$ cat src/rtl/seg7_display_driver_if.sv
// Processor-side write channel of the 7-segment display driver.
interface seg7_display_driver_if #(
  parameter int unsigned DATA_WIDTH = 16
);
  logic                  wr_en;
  logic [DATA_WIDTH-1:0] wr_data;
  logic                  wr_ready;
  logic                  done_pulse;

  // Processor side: issues writes, observes ready/done.
  modport master (output wr_en, output wr_data, input wr_ready, input done_pulse);
  // Driver side: accepts writes, reports ready/done.
  modport slave  (input wr_en, input wr_data, output wr_ready, output done_pulse);
endinterface

$ cat src/rtl/seg7_display_driver.sv
// Binary-to-BCD (double-dabble, one bit per clock) display driver with a
// multiplexed, active-low 7-segment scan and optional leading-zero blanking.
module seg7_display_driver #(
  parameter int unsigned DATA_WIDTH    = 16,
  parameter int unsigned NUM_DIGITS    = 5,
  parameter int unsigned REFRESH_DIV   = 4,
  parameter bit          BLANK_LEADING = 1'b1
) (
  input  logic                   clk,
  input  logic                   reset,
  seg7_display_driver_if.slave   bus,
  output logic [6:0]             seg_n,
  output logic [NUM_DIGITS-1:0]  an_n
);

  localparam int unsigned BCD_W = 4 * NUM_DIGITS;
  localparam int unsigned CNT_W = $clog2(DATA_WIDTH + 1);
  localparam int unsigned IDX_W = (NUM_DIGITS  > 1) ? $clog2(NUM_DIGITS)  : 1;
  localparam int unsigned REF_W = (REFRESH_DIV > 1) ? $clog2(REFRESH_DIV) : 1;

  typedef enum logic [1:0] {S_IDLE, S_CONVERT, S_LOAD} state_t;

  state_t                r_state;
  logic [DATA_WIDTH-1:0] r_bin;
  logic [BCD_W-1:0]      r_bcd;
  logic [CNT_W-1:0]      r_cnt;
  logic [BCD_W-1:0]      r_digits;
  logic                  r_wr_ready;
  logic                  r_done;
  logic [REF_W-1:0]      r_ref;
  logic [IDX_W-1:0]      r_idx;

  logic [BCD_W-1:0]      w_bcd_adj;
  logic [BCD_W-1:0]      w_bcd_next;
  logic [DATA_WIDTH-1:0] w_bin_next;
  logic [NUM_DIGITS-1:0] w_blank;
  logic [3:0]            w_digit;
  logic                  w_sel_blank;

  assign bus.wr_ready   = r_wr_ready;
  assign bus.done_pulse = r_done;

  // Double-dabble correction: nibbles >= 5 get +3 before the shift.
  always_comb begin
    w_bcd_adj = '0;
    for (int i = 0; i < NUM_DIGITS; i++) begin
      w_bcd_adj[4*i +: 4] = (r_bcd[4*i +: 4] >= 4'd5) ? r_bcd[4*i +: 4] + 4'd3
                                                       : r_bcd[4*i +: 4];
    end
  end

  assign w_bcd_next = {w_bcd_adj[BCD_W-2:0], r_bin[DATA_WIDTH-1]};
  assign w_bin_next = {r_bin[DATA_WIDTH-2:0], 1'b0};

  // Write/convert/load sequencer; digit registers load on the edge done_pulse rises.
  always_ff @(posedge clk or posedge reset) begin
    if (reset) begin
      r_state    <= S_IDLE;
      r_bin      <= '0;
      r_bcd      <= '0;
      r_cnt      <= '0;
      r_digits   <= '0;
      r_wr_ready <= 1'b1;
      r_done     <= 1'b0;
    end else begin
      r_done <= 1'b0;
      case (r_state)
        S_IDLE: begin
          if (bus.wr_en) begin
            r_bin      <= bus.wr_data;
            r_bcd      <= '0;
            r_cnt      <= '0;
            r_wr_ready <= 1'b0;
            r_state    <= S_CONVERT;
          end
        end
        S_CONVERT: begin
          r_bcd <= w_bcd_next;
          r_bin <= w_bin_next;
          r_cnt <= r_cnt + CNT_W'(1);
          if (r_cnt == CNT_W'(DATA_WIDTH - 1)) begin
            r_digits <= w_bcd_next;
            r_done   <= 1'b1;
            r_state  <= S_LOAD;
          end
        end
        S_LOAD: begin
          r_wr_ready <= 1'b1;
          r_state    <= S_IDLE;
        end
        default: begin
          r_wr_ready <= 1'b1;
          r_state    <= S_IDLE;
        end
      endcase
    end
  end

  // Leading-zero blanking: a digit blanks when it and every higher digit are zero.
  always_comb begin
    logic upper_nz;
    upper_nz = 1'b0;
    w_blank  = '0;
    for (int i = NUM_DIGITS - 1; i >= 0; i--) begin
      upper_nz   = upper_nz | (r_digits[4*i +: 4] != 4'd0);
      w_blank[i] = BLANK_LEADING && (i != 0) && !upper_nz;
    end
  end

  // Select the digit currently being scanned.
  always_comb begin
    w_digit     = '0;
    w_sel_blank = 1'b0;
    for (int i = 0; i < NUM_DIGITS; i++) begin
      if (r_idx == IDX_W'(i)) begin
        w_digit     = r_digits[4*i +: 4];
        w_sel_blank = w_blank[i];
      end
    end
  end

  function automatic logic [6:0] f_seg(input logic [3:0] d);
    case (d)
      4'd0:    f_seg = 7'b1000000;
      4'd1:    f_seg = 7'b1111001;
      4'd2:    f_seg = 7'b0100100;
      4'd3:    f_seg = 7'b0110000;
      4'd4:    f_seg = 7'b0011001;
      4'd5:    f_seg = 7'b0010010;
      4'd6:    f_seg = 7'b0000010;
      4'd7:    f_seg = 7'b1111000;
      4'd8:    f_seg = 7'b0000000;
      4'd9:    f_seg = 7'b0010000;
      default: f_seg = 7'b1111111;
    endcase
  endfunction

  // Scan timer and registered anode/segment drive, updated together.
  always_ff @(posedge clk or posedge reset) begin
    if (reset) begin
      r_ref <= '0;
      r_idx <= '0;
      an_n  <= ~NUM_DIGITS'(1);
      seg_n <= 7'b1000000;
    end else begin
      if (r_ref == REF_W'(REFRESH_DIV - 1)) begin
        r_ref <= '0;
        r_idx <= (r_idx == IDX_W'(NUM_DIGITS - 1)) ? '0 : r_idx + IDX_W'(1);
      end else begin
        r_ref <= r_ref + REF_W'(1);
      end
      an_n  <= ~(NUM_DIGITS'(1) << r_idx);
      seg_n <= w_sel_blank ? 7'b1111111 : f_seg(w_digit);
    end
  end

endmodule

$ cat src/flat_wrapper.sv
// flat-port wrapper written by rule: the top's interface ports become plain ports
module seg7_display_driver_flat 
#(
  parameter int unsigned DATA_WIDTH    = 16,
  parameter int unsigned NUM_DIGITS    = 5,
  parameter int unsigned REFRESH_DIV   = 4,
  parameter bit          BLANK_LEADING = 1'b1
)
  (clk, reset, seg_n, an_n, bus_wr_en, bus_wr_data, bus_wr_ready, bus_done_pulse);
  seg7_display_driver_if #(.DATA_WIDTH(DATA_WIDTH)) bus_i ();
  input  logic clk;
  input  logic reset;
  output logic [6:0] seg_n;
  output logic [NUM_DIGITS-1:0] an_n;
  input wire logic [$bits(bus_i.wr_en)-1:0] bus_wr_en;
  input wire logic [$bits(bus_i.wr_data)-1:0] bus_wr_data;
  output wire logic [$bits(bus_i.wr_ready)-1:0] bus_wr_ready;
  output wire logic [$bits(bus_i.done_pulse)-1:0] bus_done_pulse;
  assign bus_i.wr_en = bus_wr_en;
  assign bus_i.wr_data = bus_wr_data;
  assign bus_wr_ready = bus_i.wr_ready;
  assign bus_done_pulse = bus_i.done_pulse;
  seg7_display_driver #(.DATA_WIDTH(DATA_WIDTH), .NUM_DIGITS(NUM_DIGITS), .REFRESH_DIV(REFRESH_DIV), .BLANK_LEADING(BLANK_LEADING)) u_core (.clk(clk), .reset(reset), .bus(bus_i), .seg_n(seg_n), .an_n(an_n));
endmodule
$ cat config.mk
export PLATFORM = sky130hd
export DESIGN_NAME = seg7_display_driver_flat
export DESIGN_NICKNAME = d
export VERILOG_FILES = /design/src/rtl/seg7_display_driver_if.sv /design/src/rtl/seg7_display_driver.sv /design/src/flat_wrapper.sv
export SDC_FILE = /design/constraint.sdc
export NUM_CORES = 1
export LEC_CHECK = 0
export ABC_AREA = 1
export ABC_CLOCK_PERIOD_IN_PS = 4400
export CELL_PAD_IN_SITES_DETAIL_PLACEMENT = 0
export CELL_PAD_IN_SITES_GLOBAL_PLACEMENT = 2
export CORE_MARGIN = 3
export CORE_UTILIZATION = 38
export DETAILED_ROUTE_END_ITERATION = 16
export GPL_ROUTABILITY_DRIVEN = 0
export PLACE_DENSITY_LB_ADDON = 0.2
export SYNTH_ARGS = -nofsm -noshare
export SYNTH_HDL_FRONTEND = slang
export SYNTH_SLANG_ARGS = --single-unit
$ cat constraint.sdc
create_clock -name clk -period 4.4 [get_ports clk]
set_input_delay 0.88 -clock clk [delete_from_list [all_inputs] [get_ports clk]]
set_output_delay 0.88 -clock clk [all_outputs]
set_load 0.1 [all_outputs]
==> flow_metrics.tcl <==
set metrics [dict create \
    powerDensity_nw_per_um2 744 \
    globalRouteOverflowTotal 0 \
    whs_ns 0.435 \
    worst_pin_slew_ns 0.973 \
    drt-initial-drc-count 156 \
    clkTransAtPathRegs_ns 0.09 \
    finalSetupTns_ns 0 \
    crit_arrival_ns 2.02 \
    crit_type "reg -> out" \
    clk_latency_ns 0.35 \
    die_h_um 109 \
    cts_resized 0 \
    yosys_warnings 0 \
    power_w 0.00343 \
    leakagePower_nw 2.21 \
    diodes 0 \
    crit_required_ns 3.52 \
    rsz0062_at_grt "no" \
    cts_root_buf "clkbuf_8" \
    synth_nets 512 \
    rows 36 \
    gr-usage-all-layers_pct 15.6 \
    antenna_found_initial 0 \
    fin_crit_ns 2.90 \
    synth_cell_types 30 \
    grt_pass1_wl_um 14500 \
    cp_num_buf_inv 1 \
    first_pass_iters 4 \
    irDropWorstVdd_v 0.000314 \
    crit_slowest_cell "clkdlybuf4s50_1" \
    drcViolationCount 0 \
    post-route-period-util_pct 65.9 \
    die_x_um 109 \
    postCtsHoldBufs 0 \
    cts_buffers 9 \
    hold_class "reg -> reg" \
    fin_cells 644 \
    grt_pass1_vias 3116 \
    path_cells "clkdlybuf4s50_1" \
    nets 544 \
    pin_count 33 \
    syn_area_per_cell_um2 8.48 \
    cts_max_path_buffers 2 \
    crit_fanout 2 \
    port_buffers 32 \
    netlist_instances 474 \
    hpwlAfterDp_um 5810 \
    drtAntennaViolNets 0 \
    syn_area_um2 4020 \
    max_stage_delay_ns 1.13 \
    hold_viol 0 \
    slew_headroom_pct 34.9 \
    synthToLayoutAreaGrowth_pct 14.7 \
    max_freq_mhz 345 \
    max_cap_viol_count 0 \
    viasPerCell 4.84 \
    critPathTopFamily "buffers and inverters" \
    timing.final.max_slew_violations 0 \
    synth_area_leader_cell "dfrtp_1" \
    cts_setup_buffers 0 \
    cts.sinks 82 \
    post-place-cells 628 \
    mostFrequentLayoutCells "101 x nand2_1, 76 x dfrtp_1, 58 x inv_1" \
    drive_gt1_share_pct 8.41 \
    cts_tree "done" \
    synth_top_area_share_pct 47.3 \
    die-area_um2 11800 \
    endpoint_kind "primary output" \
    routedWlPerCell_um 13.0 \
    vias 3117 \
    layout_setup_ws_ns 1.50 \
    start_util_pct 40.0 \
    fillers 1003 \
    synth-seq-cells 82 \
    fp.coreArea_um2 10000 \
    setup_viol 0 \
    clock_skew_ns 0.0118 \
    cts-htree-levels 3 \
    synthTopCellsByArea "dfrtp_1 47%, nand2_1 9.4%, ha_1 5.9%" \
    ys_seq_area_share_pct 51.2 \
    post-place-ws_ns 1.59 \
    final_common_cell "nand2_1" \
    routed_wl_um 8370 \
    grt_max_degree 44 \
    worst_setup_path_start_kind "flip-flop" \
    status "completed" \
]
[kinds of logic (layout without fill, tap and decap cells)]
group | Yosys count | in the layout | synth area share [%]
adders and majority gates | 19 | 19 | 5.91
AOI/OAI and AO/OA | 111 | 111 | 15.0
buffers and inverters | 80 | 117 | 8.03
and+or+nand+nor | 180 | 180 | 19.4
xor gates and xnor gates | 2 | 2 | 0.436
DFF | 82 | 82 | 51.2
[flip-flops by register name (all words and copies together) (netlist names)]
name,cells
u_core.seg_n,7
u_core.r_idx,3
u_core.r_cnt,5
u_core.r_ref,2
u_core.bus.done_pulse,1
u_core.r_state,2
u_core.bus.wr_ready,1
u_core.an_n,5
u_core.r_digits,20
u_core.r_bin,16
u_core.r_bcd,20
[per-stage QoR]
| step | utilization, % | cell area, µm² |
|---|---|---|
| after global placement | 44.4 | 4460 |
| final | 45.9 | 4610 |
| after global routing | 45.9 | 4610 |
| after floorplan | - | 4020 |
| after detailed placement | 44.4 | 4460 |
| after CTS | 45.9 | 4610 |
[Yosys cell counts]
| cell | count |
|---|---|
| nand2_4 | 1 |
| buf_2 | 9 |
| o21ai_0 | 44 |
| nand2_1 | 101 |
| clkbuf_1 | 3 |
| nor3b_4 | 1 |
| o22ai_1 | 22 |
| inv_1 | 59 |
| ha_1 | 19 |
| o21ai_1 | 17 |
| xor2_1 | 2 |
| nand3_1 | 23 |
| a22o_1 | 1 |
| nand4_1 | 5 |
| dfrtp_1 | 76 |
| a21oi_2 | 1 |
| a21oi_1 | 25 |
| nand2_2 | 3 |
| inv_2 | 6 |
| nor4_1 | 2 |
| nor2_2 | 2 |
| dfstp_2 | 6 |
| or2_2 | 3 |
| a21oi_4 | 1 |
| buf_4 | 1 |
| nor2_4 | 2 |
| nor2_1 | 36 |
| clkinv_1 | 1 |
| buf_6 | 1 |
| nor3_1 | 1 |
[area by class of cell]
cell class              instances  area (µm²)  share of cell area (%)
inverters                      66         249                    5.40
multi-input cells             312        1640                    35.5
flip-flops and latches         82        2060                    44.7
clock buffers                  12         135                    2.93
well taps                     133         166                    3.61
clock inverters                 4        20.0                   0.434
repair buffers                 35         343                    7.44
[where the power goes]
group / switching, W / internal (W)
combinational: 0.00115 / 0.000559
clock: 0.000264 / 0.000202
sequential: 0.000176 / 0.00108
[path summary, 6_finish.rpt]
path,start,endpoint,slack [ns],depth (start not counted)
setup reg to reg,u_core.r_state[0],u_core.r_digits[14],1.92,7
hold reg to reg,u_core.r_ref[0],u_core.r_ref[0],0.43,1
hold / removal,u_core.r_ref[0],u_core.r_ref[0],0.43,1
max in group asynchronous,reset,u_core.r_digits[18],2.44,3
setup / recovery,u_core.bus.wr_ready,bus_wr_ready,1.50,1
min in group asynchronous,reset,u_core.r_digits[7],0.94,2
[routing by layer]
| metal | track usage, % | vias up | share of wire, % |
|---|---|---|---|
| li1 | - | 1616 | - |
| met5 | 0 | - | 0 |
| met3 | 4.14 | 5 | 4.9 |
| met2 | 26.7 | 62 | 48 |
| met1 | 19.6 | 1434 | 46 |
| met4 | 3.79 | 0 | 0.79 |
(Power assumes the default switching activity.)
